--- src/rtl/hazard_forward_unit_pkg.sv ---
// ----------------------------------------------------------------------------
// hazard_forward_unit_pkg
// Shared definitions for the hazard/forwarding control slice.
//   - FSM state encoding of the hazard sequencer (RUN, STALL, FLUSH)
//   - Forward-select encoding, also used by the EX stage operand muxes
//   - fwdSelect: priority resolution of the two forwarding sources
// ----------------------------------------------------------------------------
package hazard_forward_unit_pkg;

    // Hazard sequencer states
    localparam logic [1:0] ST_RUN   = 2'd0;
    localparam logic [1:0] ST_STALL = 2'd1;
    localparam logic [1:0] ST_FLUSH = 2'd2;

    // Operand select encoding seen by the EX stage
    localparam logic [1:0] FWD_RF    = 2'b00;
    localparam logic [1:0] FWD_MEMWB = 2'b01;
    localparam logic [1:0] FWD_EXMEM = 2'b10;

    // EX/MEM holds the younger result, so it wins over MEM/WB.
    function automatic logic [1:0] fwdSelect(input logic exmemHit, input logic memwbHit);
        logic [1:0] sel;
        sel = FWD_RF;
        if (exmemHit) begin
            sel = FWD_EXMEM;
        end else if (memwbHit) begin
            sel = FWD_MEMWB;
        end
        return sel;
    endfunction

endpackage

--- src/rtl/hazard_forward_unit_sat_counter.sv ---
// ----------------------------------------------------------------------------
// sat_counter
// Event counter that stops at all-ones instead of wrapping.
// Ports:
//   clk   - system clock, rising edge
//   reset - asynchronous active-low reset, clears the count
//   inc   - count one event this cycle
//   clear - synchronous clear (takes priority over inc)
//   count - current count value
// ----------------------------------------------------------------------------
module sat_counter #(
    parameter int CNT_W = 16
) (
    input  logic             clk,
    input  logic             reset,
    input  logic             inc,
    input  logic             clear,
    output logic [CNT_W-1:0] count
);

    logic [CNT_W-1:0] countReg;

    always_ff @(posedge clk or negedge reset) begin
        if (!reset) begin
            countReg <= '0;
        end else if (clear) begin
            countReg <= '0;
        end else if (inc && (countReg != {CNT_W{1'b1}})) begin
            countReg <= countReg + 1'b1;
        end
    end

    assign count = countReg;

endmodule

--- src/rtl/hazard_forward_unit.sv ---
// ----------------------------------------------------------------------------
// hazard_forward_unit
// Control-side companion of the EX stage: generates forwarding selects from
// shadow copies of the EX/MEM and MEM/WB destinations, detects load-use
// hazards and sequences stalls / branch flushes of IF/ID and ID/EX.
// Ports:
//   clk, reset            - clock (rising edge), async active-low reset
//   id_rs/id_rt           - source fields of the instruction in IF/ID
//   id_use_rs/id_use_rt   - which of those sources are actually read
//   idex_rs/idex_rt       - sources of the instruction in EX
//   idex_memread          - instruction in EX is a load
//   idex_rt_dst           - load destination of the instruction in EX
//   ex_reg_address        - EX destination, already 0 when not writing
//   ex_memread            - instruction leaving EX is a load
//   ex_branch_taken       - branch decision from EX
//   forward_a/forward_b   - operand selects for EX
//   pc_write, ifid_write  - PC and IF/ID enables
//   ifid_flush            - load NOP into IF/ID
//   idex_bubble           - zero the ID/EX control word
//   stall_cnt, flush_cnt  - saturating event counters
// ----------------------------------------------------------------------------
module hazard_forward_unit
    import hazard_forward_unit_pkg::*;
#(
    parameter int CNT_W  = 16,
    parameter int REG_AW = 5
) (
    input  logic              clk,
    input  logic              reset,
    input  logic [REG_AW-1:0] id_rs,
    input  logic [REG_AW-1:0] id_rt,
    input  logic              id_use_rs,
    input  logic              id_use_rt,
    input  logic [REG_AW-1:0] idex_rs,
    input  logic [REG_AW-1:0] idex_rt,
    input  logic              idex_memread,
    input  logic [REG_AW-1:0] idex_rt_dst,
    input  logic [REG_AW-1:0] ex_reg_address,
    input  logic              ex_memread,
    input  logic              ex_branch_taken,
    output logic [1:0]        forward_a,
    output logic [1:0]        forward_b,
    output logic              pc_write,
    output logic              ifid_write,
    output logic              ifid_flush,
    output logic              idex_bubble,
    output logic [CNT_W-1:0]  stall_cnt,
    output logic [CNT_W-1:0]  flush_cnt
);

    // ------------------------------------------------------------------
    // Shadow destination state. Updated every cycle regardless of stalls:
    // a stall bubbles EX, so the bubble's zero address flows through here.
    // ------------------------------------------------------------------
    logic [REG_AW-1:0] exmemRdReg;
    logic              exmemLdReg;
    logic [REG_AW-1:0] memwbRdReg;

    always_ff @(posedge clk or negedge reset) begin
        if (!reset) begin
            exmemRdReg <= '0;
            exmemLdReg <= 1'b0;
            memwbRdReg <= '0;
        end else begin
            exmemRdReg <= ex_reg_address;
            exmemLdReg <= ex_memread;
            memwbRdReg <= exmemRdReg;
        end
    end

    // ------------------------------------------------------------------
    // Forwarding: one identical comparator pair per EX source operand.
    // Register 0 is hard-wired, so a zero destination never matches.
    // ------------------------------------------------------------------
    logic [REG_AW-1:0] fwdSrc [2];
    logic [1:0]        fwdSel [2];

    assign fwdSrc[0] = idex_rs;
    assign fwdSrc[1] = idex_rt;

    generate
        for (genvar gi = 0; gi < 2; gi++) begin : g_fwd
            logic exmemHit;
            logic memwbHit;
            assign exmemHit   = (exmemRdReg != '0) && (exmemRdReg == fwdSrc[gi]);
            assign memwbHit   = (memwbRdReg != '0) && (memwbRdReg == fwdSrc[gi]);
            assign fwdSel[gi] = fwdSelect(exmemHit, memwbHit);
        end
    endgenerate

    assign forward_a = fwdSel[0];
    assign forward_b = fwdSel[1];

    // ------------------------------------------------------------------
    // Load-use detection against the instruction waiting in ID.
    // ------------------------------------------------------------------
    logic loadUse;

    assign loadUse = idex_memread && (idex_rt_dst != '0) &&
                     ((id_use_rs && (id_rs == idex_rt_dst)) ||
                      (id_use_rt && (id_rt == idex_rt_dst)));

    // ------------------------------------------------------------------
    // Hazard sequencer. FLUSH behaves exactly like RUN; it exists so the
    // state records that ID/EX currently carries a bubble. STALL refuses a
    // second consecutive stall because the load has already left EX.
    // A taken branch always wins over a stall request.
    // ------------------------------------------------------------------
    logic [1:0] stateReg;
    logic [1:0] stateNext;
    logic       stallIssue;
    logic       flushIssue;

    always_comb begin
        stateNext  = stateReg;
        stallIssue = 1'b0;
        flushIssue = 1'b0;
        // Gating on reset keeps every control idle while reset is held,
        // even though the inputs may still describe a hazard.
        if (reset) begin
            case (stateReg)
                ST_STALL: begin
                    if (ex_branch_taken) begin
                        flushIssue = 1'b1;
                        stateNext  = ST_FLUSH;
                    end else begin
                        stateNext  = ST_RUN;
                    end
                end
                default: begin
                    if (ex_branch_taken) begin
                        flushIssue = 1'b1;
                        stateNext  = ST_FLUSH;
                    end else if (loadUse) begin
                        stallIssue = 1'b1;
                        stateNext  = ST_STALL;
                    end else begin
                        stateNext  = ST_RUN;
                    end
                end
            endcase
        end
    end

    always_ff @(posedge clk or negedge reset) begin
        if (!reset) begin
            stateReg <= ST_RUN;
        end else begin
            stateReg <= stateNext;
        end
    end

    assign pc_write    = !stallIssue;
    assign ifid_write  = !stallIssue;
    assign ifid_flush  = flushIssue;
    assign idex_bubble = flushIssue || stallIssue;

    // ------------------------------------------------------------------
    // Event counters
    // ------------------------------------------------------------------
    sat_counter #(
        .CNT_W (CNT_W)
    ) uStallCnt (
        .clk   (clk),
        .reset (reset),
        .inc   (stallIssue),
        .clear (1'b0),
        .count (stall_cnt)
    );

    sat_counter #(
        .CNT_W (CNT_W)
    ) uFlushCnt (
        .clk   (clk),
        .reset (reset),
        .inc   (flushIssue),
        .clear (1'b0),
        .count (flush_cnt)
    );

endmodule

--- config.mk ---
export PLATFORM = sky130hd
export DESIGN_NAME = hazard_forward_unit
export DESIGN_NICKNAME = d
export VERILOG_FILES = /design/src/rtl/hazard_forward_unit_pkg.sv /design/src/rtl/hazard_forward_unit_sat_counter.sv /design/src/rtl/hazard_forward_unit.sv
export SDC_FILE = /design/constraint.sdc
export NUM_CORES = 1
export LEC_CHECK = 0
export CAP_MARGIN = 20
export CORE_MARGIN = 2
export CORE_UTILIZATION = 40
export DETAILED_ROUTE_END_ITERATION = 12
export PLACE_DENSITY = 0.71
export REMOVE_ABC_BUFFERS = 1
export SLEW_MARGIN = 30
export SYNTH_ARGS = -nofsm -noshare
export SYNTH_HDL_FRONTEND = slang
export SYNTH_HIERARCHICAL = 1
export SYNTH_SLANG_ARGS = --single-unit
--- constraint.sdc ---
create_clock -name clk -period 3.2 [get_ports clk]
set_input_delay 0.48 -clock clk [delete_from_list [all_inputs] [get_ports clk]]
set_output_delay 0.48 -clock clk [all_outputs]
set_load 0.1 [all_outputs]
**Yosys cells after proc, flatten, opt, wreduce, memory -nomap -nowiden**

Index checks and enable logic that the tools add are counted.

- Register bits after elaboration: 44
- Word-level logic and storage cells: 46

- Eq/ne operators: 9
- Reductions and logical operators: 16
- Muxes and demuxes: 14
- $add $sub $neg: 2

Operator list:

| cell | number |
|---|---|
| adder 16 x 1 -> 16 bit (second input constant) | 2 |
| != test 16 bit (second input constant) | 2 |
| == test 5 bit | 6 |
| nonzero test 5 bit | 3 |
| logical AND 1 bit | 10 |
| 2-to-1 mux 2 bit | 5 |
| 2-to-1 mux 1 bit | 9 |
| == test 2 x 1 -> 1 bit (second input constant) | 1 |
| logical OR 1 bit | 2 |
| logical NOT 1 bit | 1 |

**Longest topological paths before layout**

Gate-level depths: netlist of run 1.

- Word-level depth: 9
- Depth in mapped cells: 9

**Cells and area by module**

Netlist of run 1, hierarchy kept.

By module, submodules not included:

| module | cells each | area each (um^2) | instances |
|---|---|---|---|
| sat_counter | 98 | 942.2 | 2 |
| hazard_forward_unit | 75 | 794.5 | 1 |

**Least setup slack after synthesis of run 1**

OpenSTA, ideal clock, no wires.

- Path kind: reg-to-output
- From: reg exmemRdReg[1]
- To: out forward_a[0]
- Data required time: 2.720 ns
- Buffers on the path: 0
- Arrival: 2.876 ns
- Cell stages (with the launch flop): 5
- Path slack: -0.156 ns
- Cell sequence: dfrtp_1 or4_4 nor2_4 nor4_2 nor4_2

- Cells in the longest elaborated chain, start to end: 3

Ends and longest elaborated chain:

| element | RTL line | text |
|---|---|---|
| start: declaration | hazard_forward_unit.sv:55 | `logic [REG_AW-1:0] exmemRdReg;` |
| start signal: assignment | hazard_forward_unit.sv:65 | `exmemRdReg <= ex_reg_address;` |
| == test 5 bit / nonzero test 5 bit (equally long branches) | hazard_forward_unit.sv:85 | `assign exmemHit = (exmemRdReg != '0) && (exmemRdReg == fwdSrc[gi]);` |
| logical AND 1 bit * | hazard_forward_unit.sv:85 |  |
| via g_fwd[0].exmemHit | hazard_forward_unit.sv:83 | `logic exmemHit;` |
| 2-to-1 mux 2 bit * | hazard_forward_unit_pkg.sv:24 | `if (exmemHit) begin` |
| end: declaration | hazard_forward_unit.sv:41 | `output logic [1:0] forward_a,` |

Mark *: on every way through the listed nets, which the timed path passes. The rest lies on a longest branch.

**Final worst setup path of run 1**

- From: in idex_rt_dst[4]
- To: reg uStallCnt.countReg[14], in the netlist uStallCnt/count[14]

- Cells in the longest elaborated chain, start to end: 9

Ends and longest elaborated chain:

| element | RTL line | text |
|---|---|---|
| start: declaration | hazard_forward_unit.sv:37 | `input logic [REG_AW-1:0] idex_rt_dst,` |
| == test 5 bit, on equally long branches | hazard_forward_unit.sv:100, hazard_forward_unit.sv:101 |  |
| logical AND 1 bit, on equally long branches | hazard_forward_unit.sv:100, hazard_forward_unit.sv:101 |  |
| logical OR 1 bit | hazard_forward_unit.sv:100 | `((id_use_rs && (id_rs == idex_rt_dst)) \|\|` |
| logical AND 1 bit * | hazard_forward_unit.sv:99 | `assign loadUse = idex_memread && (idex_rt_dst != '0) &&` |
| 2-to-1 mux 1 bit * | hazard_forward_unit.sv:134 | `end else if (loadUse) begin` |
| 2-to-1 mux 1 bit * | hazard_forward_unit.sv:131 | `if (ex_branch_taken) begin` |
| 2-to-1 mux 1 bit * | hazard_forward_unit.sv:121 | `case (stateReg)` |
| 2-to-1 mux 1 bit * | hazard_forward_unit.sv:120 | `if (reset) begin` |
| via stallIssue | hazard_forward_unit.sv:111 | `logic stallIssue;` |
| logical AND 1 bit * | hazard_forward_unit_sat_counter.sv:28 | `end else if (inc && (countReg != {CNT_W{1'b1}})) begin` |
| end signal: assignment | hazard_forward_unit_sat_counter.sv:29 | `countReg <= countReg + 1'b1;` |
| end: declaration | hazard_forward_unit_sat_counter.sv:21 | `logic [CNT_W-1:0] countReg;` |

Marks and branches as above.
A chain may end at the register's enable or synchronous reset.

==> results.ini, run 1 <==
[floorplan]
dieWidth_um=85.8
initial_core_util_pct=41.7
die-area_um2=7370
ios=77
die_h_um=85.8
row_count=29
core_area_um2=6420

[clocking]
cts_tree=done
cts_setup_buffers=0
ctsHoldBuffers=0
root_buffer=clkbuf_8
clockBufferDepth=2
htreeDepth=2
cts_resized=0
path_clk_slew_ps=80
numCtsBuffers=5
clock-sinks=44
clock_latency_ps=290

[worst_setup_path]
cpPeakStageDelay_ps=500
crit_path_cell_trace=clkdlybuf4s50_1 > xor2_1 > nor4_1 > a32oi_1 > nor2_1 > inv_1 > buf_4 > or4_1 > a21oi_1
cp_num_buf_inv=3
slowest_stage=or4_1
critical_path_arrival_ps=2890
cpLargestDelayFamily=simple AND/OR/NAND/NOR gates
cp-start-kind=input port
critical_path_class=input port to flip-flop
required_ps=3420
crit-reg2reg-launch=uStallCnt/count[0]
critical_path.max_fanout=15
critPathLaunch=idex_rt_dst[4]
end_kind=flip-flop

[routing]
wl_mm=6.10
vias=2388
post_drt_via_cell_ratio=5.63
drt_iter0_drc=132
drc=7
dr.pass1.iters=9
antenna_left=0
wl_per_cell_um=14.4

[layout]
stdcell_area_um2=3530
area_growth_syn_to_layout_pct=31.7
layout-drive-gt1-share_pct=21.6
num-fill-cells=570
final_cell_mix=dfrtp_1 (44), buf_4 (39), clkdlybuf4s50_1 (34)
fin_util_pct=54.9
nNetsFinal=386
layout_commonest_cell=dfrtp_1
diodes=0

[timing]
rsz0062_at_grt=no
fmax_mhz=374
slew_headroom_pct=40.9
hold_viol_final=0
min_period_over_period_pct=83.5
finalCriticalPeriod_ps=2670
worst_pin_slew_ps=880
finClkSkew_ps=8.61
maxSlewViolCount=0
setup_viol=0

[pwr]
power_switching_mw=0.279
power.leakage_nw=1.48
power.density_nw_per_um2=302
combPwrFrac_pct=15.8
ir_worst_vdd_uv=161
seq_power_share_pct=53.9
p_clk_share_pct=30.2
p_int_mw=0.787
swShare_pct=26.1

[yosys]
synth_cells=271
ys_seq_area_share_pct=41.1
synth_area_um2=2680
yosysWarnings=6
syn_area_per_cell_um2=9.88
synth-seq-cells=44
ys_types=40

[placed_design]
place_hpwl_mm=4.49
numPortBuffers=75
gp_congestion=0.861
placed_area_um2=3450

[hold_path]
hp-class=input port to async pin

[global_routing]
gr-total-overflow=0
antenna_found_initial=0
gr-usage-all-layers_pct=17.1
grt_pass1_vias=2241
grt_max_degree=39
grt_pass1_wl_mm=10.2

[outcome]
status=finished, violations left
violations=DRC

[run]
cap_violations=0

-- area by class of cell --
cell class                      count  area [um^2]  area share, %
Sequential cell                    44         1100           31.2
Clock inverter                      1         5.00          0.142
Inverter                            9         33.8          0.958
Multi-Input combinational cell    208         1480           42.0
Tap cell                           77         96.3           2.73
Timing Repair Buffer               79          738           20.9
Clock buffer                        6         72.6           2.06
-- worst reg2reg max path, delay by kind of cell, from the launching register on --
family,cells,cell delay [ps]
and+or+nand+nor,3,1120
DFF,1,420
muxes,1,350
adders and majority gates,1,250
-- worst paths after layout --
path,to,slack (ps),depth (start not counted)
worst min-delay path,stateReg[0],50,1
worst max-delay path,uStallCnt/count[14],530,9
max in group asynchronous,exmemRdReg[0],2400,2
min in group clk,memwbRdReg[4],470,0
worst min register to register,memwbRdReg[4],470,0
worst max register to register,uStallCnt/count[9],950,5
-- Yosys cell counts --
library cell | n | area [um^2]
nor4_4 | 2 | 42.5
and4_2 | 4 | 40.0
nor2_4 | 1 | 11.3
nor2b_1 | 8 | 50.1
a21oi_1 | 22 | 110
o31ai_1 | 14 | 105
ha_1 | 2 | 25.0
and2_0 | 1 | 6.26
xnor2_1 | 8 | 70.1
or4_2 | 4 | 35.0
nor4_2 | 4 | 50.1
a32oi_1 | 1 | 8.76
conb_1 | 1 | 3.75
o22ai_1 | 1 | 6.26
nor2_1 | 11 | 41.3
nand3_1 | 8 | 40.0
nor3_1 | 2 | 10.0
a211o_1 | 1 | 8.76
or4_4 | 1 | 11.3
o21ai_1 | 7 | 35.0
dfrtp_1 | 44 | 1100
and3_1 | 4 | 25.0
or2_1 | 1 | 6.26
buf_4 | 3 | 22.5
or3_2 | 2 | 15.0
or3_1 | 4 | 25.0
nand2_1 | 13 | 48.8
nor4_1 | 10 | 62.6
clkbuf_1 | 8 | 30.0
buf_6 | 2 | 22.5
xor2_1 | 22 | 193
nand4_2 | 2 | 25.0
mux2_1 | 8 | 90.1
o21ai_0 | 3 | 15.0
or4_1 | 14 | 105
o211ai_2 | 2 | 25.0
a211oi_2 | 2 | 25.0
nand4_1 | 12 | 75.1
nand3b_1 | 3 | 22.5
inv_1 | 9 | 33.8
-- power by group through the flow --
stage          clock network (mW)  logic, mW  registers [mW]
2_1_floorplan                   0     0.0753           0.593
3_3_place_gp                    0      0.166           0.586
3_5_place_dp                    0      0.168           0.586
4_1_cts                     0.338      0.168           0.575
5_1_grt                     0.364      0.183           0.576
6_report                    0.322      0.169           0.575
-- per-layer routing --
metal	GRT usage (%)	wire, um	vias to the layer above	share of wire [%]
met1	21.4	2800	1143	46
met5	0	0	-	0
met3	3.66	315	6	5.2
li1	-	-	1168	-
met4	5.48	71	0	1.2
met2	29.3	2910	71	48
-- cells by family after synthesis --
| family | synth area share [%] |
|---|---|
| compound gates | 12.7 |
| xor+xnor | 9.81 |
| fa+ha+maj | 0.934 |
| buf+inv | 4.06 |
| flops | 41.1 |
| mux | 3.36 |
| other cells | 0.140 |
| simple gates | 27.9 |
-- flip-flops by register name, indices dropped and copies added (netlist names) --
signal,flops
exmemRdReg,5
uStallCnt/count,16
stateReg,2
uFlushCnt/count,16
memwbRdReg,5
-- metrics by stage --
| stage | power [mW] | setup TNS [ps] | std cells | setup slack, ps | hold slack [ps] |
|---|---|---|---|---|---|
| 4_1_cts | 1.08 | 0 | 424 | 524 | 50.5 |
| 3_3_place_gp | 0.752 | 0 | 417 | 269 | 364 |
| 2_1_floorplan | 0.669 | -1080 | 261 | -552 | 184 |
| 5_1_grt | 1.12 | 0 | 424 | 397 | 55.9 |
| 6_report | 1.07 | 0 | 424 | 528 | 50.4 |
| 3_5_place_dp | 0.754 | 0 | 417 | 229 | 365 |
No activity file was read; power rests on OpenSTA's default activity.
==> run 2: changes to the inputs <==
- clock period: 3.2 -> 2.65 ns (I/O delays scaled with it)
==> run 2 against run 1 <==
Effect of this change: the flow still finishes with violations (DRC); final cell count grew 1.7%; clock skew grew 1.2 ps; highest routed layer unchanged; sequential power grew 21%; combinational power grew 27%; sequential share of layout area shrank 0.84 points; hold slack gained 200 ps; core utilization grew 1.5 points; sequential cell count is the same; setup slack lost 380 ps; clock power grew 33%; largest power group unchanged.
==> results.ini, run 2 (synthesis gave the netlist of run 1 again) <==
[floorplan]
initial_core_util_pct=41.7  ; unchanged
row_count=29  ; unchanged
dieWidth_um=85.8  ; unchanged
die-area_um2=7370  ; unchanged
core_area_um2=6420  ; unchanged
ios=77  ; unchanged
die_h_um=85.8  ; unchanged

[placed_design]
placed_area_um2=3530  ; +2.4%
dp_cells=423  ; +1.4%
gp_congestion=0.842  ; -2.2%
place_hpwl_mm=4.62  ; +2.8%
numPortBuffers=75  ; unchanged

[clocking]
root_buffer=clkbuf_8
clockBufferDepth=2  ; unchanged
clock-sinks=44  ; unchanged
htreeDepth=2  ; unchanged
path_clk_slew_ps=80  ; about the same
clock_latency_ps=290  ; about the same
ctsHoldBuffers=0  ; unchanged
numCtsBuffers=5  ; unchanged
cts_resized=0  ; unchanged
cts_tree=done
cts_setup_buffers=0  ; unchanged

[routing]
drc=7  ; unchanged
vias=2384  ; -0.17%
wl_mm=6.30  ; +3.3%
antenna_left=0  ; unchanged
post_drt_via_cell_ratio=5.53  ; -1.8%
wl_per_cell_um=14.6  ; +1.6%
dr.pass1.iters=9  ; unchanged
drt_iter0_drc=152  ; +15%

[outcome]
violations=DRC
status=finished, violations left

[timing]
finalCriticalPeriod_ps=2500
hold_viol_final=0  ; unchanged
setup_viol=0  ; unchanged
tns_ps=0  ; unchanged
min_period_over_period_pct=94.2
finClkSkew_ps=9.85  ; +1.24 ps
slew_headroom_pct=58.6  ; +18 points
maxSlewViolCount=0  ; unchanged
worst_pin_slew_ps=616  ; -264 ps
fmax_mhz=400
rsz0062_at_grt=no

[worst_setup_path]
slowest_stage=or4_1
end_kind=output pin
r2r-end=uFlushCnt/count[15]
required_ps=2250  ; -1170 ps
r2r_cells=5  ; unchanged
cp_num_buf_inv=3  ; unchanged
cpPeakStageDelay_ps=510  ; about the same
crit_path_cell_trace=clkdlybuf4s50_1 > buf_4 > or4_1 > nor2_1 > a211o_1 > or2_4 > buf_12
critical_path.max_fanout=4  ; -11
crit-reg2reg-launch=uFlushCnt/count[0]
cpLargestDelayFamily=simple AND/OR/NAND/NOR gates
rrSetupSlack_ps=560  ; -390 ps
critical_path_arrival_ps=2100  ; -790 ps
cp-start-kind=input port
critical_path_class=input port to output pin

[layout]
final_cells=431  ; +1.7%
nNetsFinal=392  ; +1.6%
final_cell_mix=dfrtp_1 (44), buf_4 (42), clkdlybuf4s50_1 (34)
fin_util_pct=56.4  ; +1.5 points
num-fill-cells=565  ; -0.88%
layout_commonest_cell=dfrtp_1
stdcell_area_um2=3620  ; +2.8%
area_growth_syn_to_layout_pct=35.3
diodes=0  ; unchanged
layout-drive-gt1-share_pct=23.4  ; +1.8 points

[global_routing]
grt_pass1_vias=2316  ; +3.3%
gr-usage-all-layers_pct=17.9  ; +0.78 points
antenna_found_initial=0  ; unchanged
grt_max_degree=47  ; +21%
gr-total-overflow=0  ; unchanged
grt_pass1_wl_mm=10.6  ; +4.4%

[pwr]
power.density_nw_per_um2=369  ; +22%
ir_worst_vdd_uv=150  ; -6.6%
p_total_mw=1.34  ; +25%
power.leakage_nw=1.52  ; +3.0%

[run]
cap_violations=0  ; unchanged

[hold_path]
hp-class=input port to async pin

[run 2: cell types whose count changed in the layout (fill, tap and decap cells not counted), sizes merged]
cell    before  now
buf         45   51
clkbuf       6    8
clkinv       1    0
[run 2: how the worst max path moves through the flow]
stage | depth (start not counted) | slack (ps) | to | startpoint
6_report | 7 | 150 | pc_write | idex_rt_dst[1]
5_1_grt | 9 | 20 | uStallCnt/count[15] | idex_rt_dst[4]
4_1_cts | 7 | 50 | pc_write | idex_rt_dst[1]
3_5_place_dp | 9 | -170 | uStallCnt/count[12] | idex_rt_dst[4]
3_3_place_gp | 9 | -110 | uStallCnt/count[10] | idex_rt_dst[4]
2_1_floorplan | 3 | -1000 | forward_a[0] | exmemRdReg[0]
[run 2: power breakdown]
| part | internal [mW] | leakage (nW) | switching [mW] |
|---|---|---|---|
| Sequential | 0.682 | 0.589 | 0.0128 |
| Clock | 0.213 | 0.0455 | 0.215 |
| Combinational | 0.0974 | 0.888 | 0.117 |
[run 2: metrics by stage]
step,hold slack [ps],worst slack (ps)
floorplan,102,-1000
global placement,456,-108
detailed placement,466,-172
CTS,273,50.8
global route,296,22.3
finish,248,153
[run 2: area by class of cell]
| type | instances | area (um^2) | share of cell area [%] |
|---|---|---|---|
| Tap cell | 77 | 96.3 | 2.66 |
| Sequential cell | 44 | 1100 | 30.4 |
| Inverter | 9 | 33.8 | 0.932 |
| Multi-Input combinational cell | 208 | 1480 | 40.9 |
| Clock buffer | 8 | 90.1 | 2.49 |
| Timing Repair Buffer | 85 | 821 | 22.6 |
[run 2: metal layers]
layer,wire [um],up-vias,track usage [%]
met5,0,-,0
met4,103,0,4.91
met3,346,9,4.33
met2,3030,64,30.0
met1,2820,1126,23.1
li1,-,1185,-
[run 2: worst register-to-register path, stage by stage (launching register included)]
cell and delay, ps:
dfrtp_1 450, ha_1 250, nand4_2 150, nor4_4 620, nor4_1 160, mux2_1 340
==> run 3: changes to the inputs <==
- ABC_CLOCK_PERIOD_IN_PS: default -> 2650
- CORE_UTILIZATION: 40 -> 48
- PLACE_DENSITY: 0.71 -> 0.83
==> run 3 against run 2 <==
Effect of this change: die area decreased by 16%; non-clock buffer count up 2; clock skew is 5.2 ps lower; the run now ends clean; power decreased by 0.12%; hold slack lost 9.5 ps; critical endpoint unchanged; clock power barely moved.
==> results.ini, run 3 (synthesis gave the netlist of run 1 again) <==
[placed_design]
place_hpwl_mm=4.72  ; +2.1%
numPortBuffers=75  ; unchanged
dp_cells=420  ; -0.71%
gp_congestion=0.807  ; -4.2%
pre_cts_slack_ps=-219  ; -46.7 ps

[routing]
dr.pass1.iters=4  ; -5
antenna_left=0  ; unchanged
wl_mm=6.41  ; +1.8%
wl_per_cell_um=15.0  ; +2.5%
vias=2464  ; +3.4%
drc=0  ; -7
drt_iter0_drc=256  ; +68%
post_drt_via_cell_ratio=5.76  ; +4.1%

[timing]
postLayoutSetupSlackWorst_ps=73.4  ; -79.4 ps
maxSlewViolCount=0  ; unchanged
setup_viol=0  ; unchanged
hold_viol_final=0  ; unchanged
rsz0062_at_grt=no
finalCriticalPeriod_ps=2580  ; +79.4 ps
worst_pin_slew_ps=608  ; -7.88 ps
fmax_mhz=388  ; -3.1%
finClkSkew_ps=4.61  ; -5.23 ps
min_period_over_period_pct=97.2  ; +3.0 points
slew_headroom_pct=59.4  ; +0.79 points

[worst_setup_path]
slowest_stage=clkdlybuf4s50_1
crit-reg2reg-launch=stateReg[1]
cpPeakStageDelay_ps=480  ; -30 ps
rrSetupSlack_ps=620  ; +60 ps
end_kind=output pin
critPathLaunch=idex_rt_dst[4]
r2r-end=uStallCnt/count[10]
cp-start-kind=input port
r2r_cells=7  ; +2
critical_path_class=input port to output pin
crit_path_cell_trace=clkdlybuf4s50_1 > xor2_1 > nor4_1 > a32oi_1 > buf_4 > or2_1 > buf_12
critical_path_arrival_ps=2180  ; +80 ps
required_ps=2250  ; about the same
critical_path.max_fanout=3  ; -1
crit_path_end=pc_write

[clocking]
htreeDepth=2  ; unchanged
ctsHoldBuffers=0  ; unchanged
root_buffer=clkbuf_8
clockBufferDepth=2  ; unchanged
clock_latency_ps=290  ; about the same
cts_tree=done
clock-sinks=44  ; unchanged
numCtsBuffers=5  ; unchanged
path_clk_slew_ps=80  ; about the same

[layout]
nNetsFinal=394  ; +0.51%
area_growth_syn_to_layout_pct=35.6
fin_util_pct=66.8  ; +10 points
diodes=0  ; unchanged
num-fill-cells=444  ; -21%
final_cells=428  ; -0.70%
layout-drive-gt1-share_pct=24.2  ; +0.71 points
multi_input_area_um2=1480  ; -0.17%
final_cell_mix=dfrtp_1 (44), buf_4 (44), clkdlybuf4s50_1 (34)
regArea_um2=1100  ; unchanged

[pwr]
p_total_mw=1.33  ; -0.12%
ir_worst_vdd_uv=198  ; +32%
power.leakage_nw=1.54  ; +0.88%
power.density_nw_per_um2=367  ; -0.36%

[outcome]
status=completed

[run]
cap_violations=0  ; unchanged

[floorplan]
core_area_um2=5440  ; -15%
die-area_um2=6190  ; -16%
ios=77  ; unchanged
initial_core_util_pct=49.3  ; +7.5 points
die_h_um=78.7  ; -8.3%
dieWidth_um=78.7  ; -8.3%
row_count=27  ; -6.9%

[global_routing]
grt_pass1_vias=2389  ; +3.2%
gr-total-overflow=0  ; unchanged
grt_max_degree=47  ; unchanged
gr-usage-all-layers_pct=21.5  ; +3.6 points
antenna_found_initial=0  ; unchanged
grt_pass1_wl_mm=10.8  ; +1.8%

[hold_path]
hp-class=input port to async pin

[run 3: metal layers]
| metal | track usage [%] | vias to the layer above | wire (um) |
|---|---|---|---|
| met2 | 37.6 | 72 | 3280 |
| met5 | 0 | - | 0 |
| li1 | - | 1179 | - |
| met1 | 26.7 | 1204 | 2720 |
| met3 | 4.66 | 9 | 339 |
| met4 | 6.14 | 0 | 75 |
[run 3: worst min path at each step]
stage,cells after the start,end,from
after floorplan,0,exmemRdReg[0],reset
after global placement,0,memwbRdReg[4],exmemRdReg[4]
after detailed placement,0,memwbRdReg[4],exmemRdReg[4]
after CTS,2,uStallCnt/count[11],reset
after global routing,2,uStallCnt/count[11],reset
final,2,uStallCnt/count[11],reset
[run 3: power by group]
| group | switching [mW] | internal, mW | total [mW] |
|---|---|---|---|
| Clock | 0.217 | 0.208 | 0.425 |
| Combinational | 0.117 | 0.0980 | 0.215 |
| Sequential | 0.0130 | 0.682 | 0.695 |
[run 3: critical path, delay by kind of cell]
family / cells / cell delay (ps)
buffers and inverters: 3 / 840
and+or+nand+nor: 2 / 590
xor gates and xnor gates: 1 / 190
AOI/OAI and AO/OA: 1 / 170
[run 3: cell type report]
class | count | area share [%]
timing repair buffer | 87 | 23.0
tap | 72 | 2.48
sequential | 44 | 30.3
inverter | 9 | 0.930
clock inverter | 2 | 0.275
multi-input combinational | 208 | 40.7
clock buffer | 6 | 2.27
[run 3: per-stage QoR]
stage               hold slack [ps]  setup TNS [ps]  instance area (um^2)
floorplan                       102           -2960                  2620
global placement                452            -337                  3540
CTS                             256               0                  3630
detailed placement              470           -1270                  3540
global route                    295               0                  3630
finish                          239               0                  3630
[run 3: timing repair]
item                                    4_1_cts  5_1_grt
gates resized for setup                       0        1
endpoints found under the setup margin        0        5
buffers inserted                              0        0
